## config.mk

```make
export PLATFORM = sky130hd
export DESIGN_NAME = half_adder_fault
export DESIGN_NICKNAME = d
export VERILOG_FILES = /design/src/rtl/half_adder_fault_pkg.sv /design/src/rtl/half_adder_core.sv /design/src/rtl/half_adder_fault.sv
export SDC_FILE = /design/constraint.sdc
export NUM_CORES = 1
export LEC_CHECK = 0
export CORE_ASPECT_RATIO = 1.25
export CORE_MARGIN = 2
export CORE_UTILIZATION = 49
export DETAILED_ROUTE_END_ITERATION = 10
export PLACE_DENSITY = 0.79
export SETUP_SLACK_MARGIN = 0.1
export SYNTH_ARGS = -nofsm -noshare
export SYNTH_HDL_FRONTEND = slang
export SYNTH_SLANG_ARGS = --single-unit
```

## constraint.sdc

```tcl
create_clock -name clk -period 2.3 [get_ports clk]
set_clock_uncertainty 0.15 [all_clocks]
set_input_delay 0.46 -clock clk [delete_from_list [all_inputs] [get_ports clk]]
set_output_delay 0.46 -clock clk [all_outputs]
set_load 0.05 [all_outputs]
```

## src/rtl/half_adder_fault_pkg.sv

```systemverilog
// Fault-injection encodings and the per-bit fault transform shared by the half-adder slice.
// No state; pure constants, types and a combinational helper.
package half_adder_fault_pkg;

  localparam logic [1:0] SEL_NONE  = 2'b00;
  localparam logic [1:0] SEL_SUM   = 2'b01;
  localparam logic [1:0] SEL_CARRY = 2'b10;
  localparam logic [1:0] SEL_BOTH  = 2'b11;

  typedef enum logic [1:0] {
    FT_NONE = 2'b00,
    FT_SA0  = 2'b01,
    FT_SA1  = 2'b10,
    FT_INV  = 2'b11
  } fault_type_t;

  function automatic logic apply_fault(input logic golden, input fault_type_t ftype);
    logic res;
    res = golden;
    case (ftype)
      FT_SA0:  res = 1'b0;
      FT_SA1:  res = 1'b1;
      FT_INV:  res = ~golden;
      default: res = golden;
    endcase
    return res;
  endfunction

  function automatic logic fault_armed(input logic [1:0] sel, input fault_type_t ftype);
    return (sel != SEL_NONE) && (ftype != FT_NONE);
  endfunction

endpackage

```

## src/rtl/half_adder_core.sv

```systemverilog
// Fault-free half adder; purely combinational, zero latency.
module half_adder_core (
  input  logic a,
  input  logic b,
  output logic sum,
  output logic carry
);

  assign sum   = a ^ b;
  assign carry = a & b;

endmodule

```

## src/rtl/half_adder_fault.sv

```systemverilog
// Half adder with configurable stuck-at/invert fault injection and mismatch tracking.
// Outputs combinational; fault config, mismatch flag and counter update one clk after their cause.
module half_adder_fault
  import half_adder_fault_pkg::*;
#(
  parameter int DUR_W = 8,
  parameter int CNT_W = 16
) (
  input  logic             clk,
  input  logic             rst_n,
  input  logic             a,
  input  logic             b,
  output logic             sum,
  output logic             carry,
  output logic             sum_golden,
  output logic             carry_golden,
  input  logic             fault_we,
  input  logic [1:0]       fault_sel,
  input  logic [1:0]       fault_type,
  input  logic [DUR_W-1:0] fault_dur,
  output logic             fault_active,
  output logic             mismatch,
  output logic [CNT_W-1:0] mismatch_cnt
);

  logic [1:0]       cfg_sel;
  fault_type_t      cfg_type;
  logic [DUR_W-1:0] dur_cnt;
  logic             mismatch_now;

  half_adder_core u_core (
    .a     (a),
    .b     (b),
    .sum   (sum_golden),
    .carry (carry_golden)
  );

  always_comb begin
    sum   = sum_golden;
    carry = carry_golden;
    if (fault_active) begin
      if ((cfg_sel & SEL_SUM) != SEL_NONE)
        sum = apply_fault(sum_golden, cfg_type);
      if ((cfg_sel & SEL_CARRY) != SEL_NONE)
        carry = apply_fault(carry_golden, cfg_type);
    end
  end

  assign mismatch_now = (sum != sum_golden) || (carry != carry_golden);

  // dur_cnt == 0 while active means permanent; a nonzero count expires the fault on reaching 1.
  always_ff @(posedge clk) begin
    if (!rst_n) begin
      cfg_sel      <= SEL_NONE;
      cfg_type     <= FT_NONE;
      dur_cnt      <= '0;
      fault_active <= 1'b0;
    end else if (fault_we) begin
      cfg_sel      <= fault_sel;
      cfg_type     <= fault_type_t'(fault_type);
      dur_cnt      <= fault_dur;
      fault_active <= fault_armed(fault_sel, fault_type_t'(fault_type));
    end else if (fault_active && (dur_cnt != '0)) begin
      dur_cnt <= dur_cnt - 1'b1;
      if (dur_cnt == DUR_W'(1))
        fault_active <= 1'b0;
    end
  end

  always_ff @(posedge clk) begin
    if (!rst_n) begin
      mismatch     <= 1'b0;
      mismatch_cnt <= '0;
    end else begin
      mismatch <= mismatch_now;
      if (mismatch_now && (mismatch_cnt != '1))
        mismatch_cnt <= mismatch_cnt + 1'b1;
    end
  end

endmodule

```

[After elaboration in Yosys (flattened, before gate mapping)]
Cells that the tools add are included.
Word-level totals
  bits in registers: 30
  input port bits: 17
  output and inout port bits: 22
  word-level logic and storage cells: 40
Operators by class
  $add $sub $neg: 2
  equal/unequal tests: 7
  mux-type cells: 11
  bitwise gates (word level): 4
  reduce and logical (&&, ||, !) cells: 10
Operators with widths (count)
  $add 16x1->16 const B: 1
  $mux 8: 2
  $ne 16x16->1 const B: 1
  $eq 8x1->1 const B: 1
  $reduce_bool 2->1: 4
  $reduce_bool 8->1: 1
  $sub 8x1->8 const B: 1
  $mux 1: 7
  $pmux 1 s3: 2
  $eq 2x2->1 const B: 2
  $logic_and 1x1->1: 3
  $eq 2x1->1 const B: 1
  $ne 1x1->1: 2
  $not 1->1: 2
  $reduce_and 2->1: 1
  $and 1x1->1: 1
  $logic_or 1x1->1: 1
  $xor 1x1->1: 1

[Logic depth before layout (Yosys ltp)]
  depth after elaboration: 8
  gate-level depth with buffers: 8

[Hierarchy]
A second synthesis with hierarchy kept.
Unflattened totals
  cells, all modules: 186
  area, all modules: 1665.3 sq um
By module, submodules not included
  half_adder_fault: instances 1, cells each 185, area each 1652.8 sq um, sequential area each 600.6 sq um
  half_adder_core: instances 1, cells each 1, area each 12.5 sq um, sequential area each 0.0 sq um

[Worst setup path before layout]
Ideal clock, no wire load.
  path type: input -> output
  from: in a
  to: out sum
  data arrival time: 2.298 ns
  data required time: 1.690 ns
  setup slack: -0.608 ns
  stages: 3
  buffers on the path: 0
  cell sequence: ha_1 > nand2b_1 > o21ai_0
Between the ends
  word-level cells in the longest chain between the ends: 5
RTL lines
  start, declared: RTL line half_adder_fault.sv:11  | input logic a,
  $xor 1x1->1 (*): RTL line half_adder_core.sv:9  | assign sum = a ^ b;
  $not 1->1: RTL line half_adder_fault_pkg.sv:23  | FT_INV: res = ~golden;
  $pmux 1 s3: RTL line half_adder_fault_pkg.sv:20  | case (ftype)
  $mux 1: RTL line half_adder_fault.sv:42  | if ((cfg_sel & SEL_SUM) != SEL_NONE)
  $mux 1 (*): RTL line half_adder_fault.sv:41  | if (fault_active) begin
  end, declared: RTL line half_adder_fault.sv:13  | output logic sum,
Mark *: on every way between the ends. The rest lies on a longest branch, timed or not.

[Final worst setup path]
  from: in a
  to: reg mismatch_cnt[3]
Between the ends
  word-level cells in the longest chain between the ends: 8
  elaborated cells on any way between the ends: 14
  those cells by class: eq/ne (2); mux (6); bitwise (4); reduce/logical (2)
RTL lines
  $xor 1x1->1 / $and 1x1->1 (equally long branches): RTL line half_adder_core.sv:9, half_adder_core.sv:10
  $not 1->1: RTL line half_adder_fault_pkg.sv:23
  $pmux 1 s3: RTL line half_adder_fault_pkg.sv:20
  $mux 1 (on tied branches): RTL line half_adder_fault.sv:42, half_adder_fault.sv:44
  $mux 1: RTL line half_adder_fault.sv:41
  $ne 1x1->1: RTL line half_adder_fault.sv:49  | assign mismatch_now = (sum != sum_golden) || (carry != carry_golden);
  $logic_or 1x1->1 (*): RTL line half_adder_fault.sv:49
  $logic_and 1x1->1 (*): RTL line half_adder_fault.sv:76  | if (mismatch_now && (mismatch_cnt != '1))
  end signal, assigned: RTL line half_adder_fault.sv:77  | mismatch_cnt <= mismatch_cnt + 1'b1;
  end, declared: RTL line half_adder_fault.sv:23  | output logic [CNT_W-1:0] mismatch_cnt
Marked as above.
A chain may end at the register's enable or synchronous reset.

==> results.ini <==
[die]
die_area_sq_um = 3760
initial_core_util_pct = 50.8
io_pins = 39
core_area_sq_um = 3170
die_x_um = 55.2
placementRows = 23
die_y_um = 68.0

[run]
maxCapViolations = 0

[placed_design]
hpwl_mm = 2.89
portBuffers = 38
place_congestion = 0.817

[synthesis]
seq_area_frac_synth_pct = 37.4
synth_edf_count = 0
synth_cell_types = 38
syn_area_per_cell_sq_um = 8.24
synth.cell_area_sq_um = 1610
netlist_instances = 195
async_flop_share_pct = 0
yosysWarningCount = 0
ys_seq_elements = 30
synthesis.nets = 217
ys.flop_type = dfxtp_1

[clocking]
cts.clk_slew.worst_paths_ps = 60
cts.sinks = 30
cts_setup_buffers = 0
root_buffer = clkbuf_8
clk_latency_ps = 280
cts_tree = built
cts_max_path_buffers = 2
ctsHoldBuffers = 0
cts_buffers = 5
htreeDepth = 2

[setup_path]
critPathMaxStageDelay_ps = 520
r2r_start = mismatch_cnt[0]
endpoint_kind = register
crit_type = input pin to register
crit_path_start = a
arrival_ps = 2250
crit_slowest_cell = or4_1
reg2reg_to = mismatch_cnt[3]
cp_cell_sequence = dlygate4sd2_1 -> ha_4 -> nand2b_4 -> a21oi_4 -> a31oi_4 -> buf_12 -> or4_1 -> a21oi_1
r2r_setup_slack_ps = 230
reg2regPathDepth = 6
crit_required_ps = 2360
cp-start-kind = input pin
crit_fanout = 6

[route]
vias_per_cell = 5.99
vias = 1684
drtPass1Iterations = 4
drtIter0Drc = 71
finalWirelength_mm = 4.34
wl_per_cell_um = 15.5
final_antenna_net_count = 0
drc = 0

[sta]
maxSlewHeadroom_pct = 65.2
max_clock_freq_ghz = 0.456
rsz0062_at_grt = true
hold_slack_ps = 334
slew_violations = 0
max_slew.worst_pin.slew_ps = 520
finalHoldViolCount = 0
fin_crit_sh_pct = 95.4
fin_crit_ps = 2190
finalSetupTns_ps = 0
setup_viol = 0

[hold_path]
hold_start = mismatch_cnt[9]
whs_endpoint = mismatch_cnt[9]
holdPathStages = 2
min_path_type = register to register

[global_routing]
grt_usage_pct = 22.2
antenna_found_initial = 0
grt_pass1_wl_mm = 6.61
grt_pass1_vias = 1592
overflow = 0
grt_max_degree = 24

[finish]
multi_input_area_sq_um = 1000
fin_util_pct = 73.6
layout_commonest_cell = dfxtp_1
drive_gt1_share_pct = 14.3
syn2layout_area_growth_pct = 44.9
nFillCells = 245
layout_common_cells = dfxtp_1, clkdlybuf4s50_1, nand2_1
area.sequential_sq_um = 602
nets = 266
antenna_cells = 0

[power]
power.total_uw = 1170
powerDensity_nw_per_um2 = 501
cellLeakagePower_uw = 0.000866
ir_worst_vdd_uv = 392

[outcome]
status = finished, final reports clean

==> cells by family after synthesis <==
kind of cell | after synthesis | synth area share [%]
AND/OR/NAND/NOR | 82 | 29.1
AO/OA/AOI/OAI | 50 | 18.1
flip-flops | 30 | 37.4
buffers and inverters | 16 | 4.36
multiplexers | 8 | 4.98
adder cells (fa/ha/maj) | 5 | 3.89
XOR/XNOR | 4 | 2.18
==> critical path, delay by kind of cell <==
family | cells | cell delay (ps)
buf+inv | 2 | 440
simple gates | 2 | 670
fa+ha+maj | 1 | 250
compound gates | 3 | 430
==> power by group <==
| part | switching (uW) | internal [uW] | total, uW | leakage, uW |
|---|---|---|---|---|
| clock | 197 | 208 | 405 | 0.0000383 |
| combinational | 103 | 103 | 206 | 0.000583 |
| sequential | 18.6 | 537 | 555 | 0.000245 |
| total | 319 | 848 | 1170 | 0.000866 |
==> worst max path at each step <==
stage | end | slack [ps] | cells past startpoint
finish | mismatch_cnt[3] | 110 | 8
global route | mismatch_cnt[3] | 70 | 8
CTS | mismatch_cnt[1] | 110 | 1
detailed placement | mismatch_cnt[11] | -380 | 8
global placement | mismatch_cnt[13] | -310 | 8
floorplan | mismatch_cnt[9] | 110 | 8
==> Yosys cell counts (5+ instances only) <==
| master | number | share of area, % |
|---|---|---|
| nand2b_1 | 7 | 2.7 |
| a21oi_1 | 21 | 6.5 |
| ha_1 | 5 | 3.9 |
| dfxtp_1 | 30 | 37 |
| nand2_1 | 19 | 4.4 |
| or4_1 | 9 | 4.2 |
| inv_1 | 5 | 1.2 |
| o31ai_1 | 8 | 3.7 |
| o21ai_0 | 12 | 3.7 |
| nor2_1 | 9 | 2.1 |
| nand3_1 | 11 | 3.4 |
| mux2i_1 | 8 | 5.0 |
| clkbuf_1 | 6 | 1.4 |
==> metal layers <==
layer,vias to the layer above,global-route usage (%),share of wire [%]
met3,7,6.62,4.8
met2,55,42.6,53
li1,822,-,-
met5,-,0,0
met4,0,9.45,1.7
met1,800,22.5,40
==> cell type report <==
type	count	area share, %
multi-input combinational	149	43.1
sequential	30	25.8
timing repair buffer	52	24.8
clock buffer	7	3.28
tap	37	1.99
inverter	6	0.967
==> sequential cells by signal, indices dropped and copies added (netlist names) <==
name,cells
cfg_sel,2
mismatch,1
fault_active,1
cfg_type,2
dur_cnt,8
mismatch_cnt,16
==> per-stage QoR <==
step	area (sq um)	setup WS, ps	cells
CTS	2240	113	279
finish	2330	107	281
global route	2330	66.9	281
detailed placement	2160	-378	272
floorplan	1630	113	195
global placement	2160	-305	272
==> what timing repair did <==
action	4_1_cts	5_1_grt
resized for setup	5	8
setup endpoints to repair	17	12
pin swaps	0	2
cloned	0	2
Power figures use the tool's default switching activity.
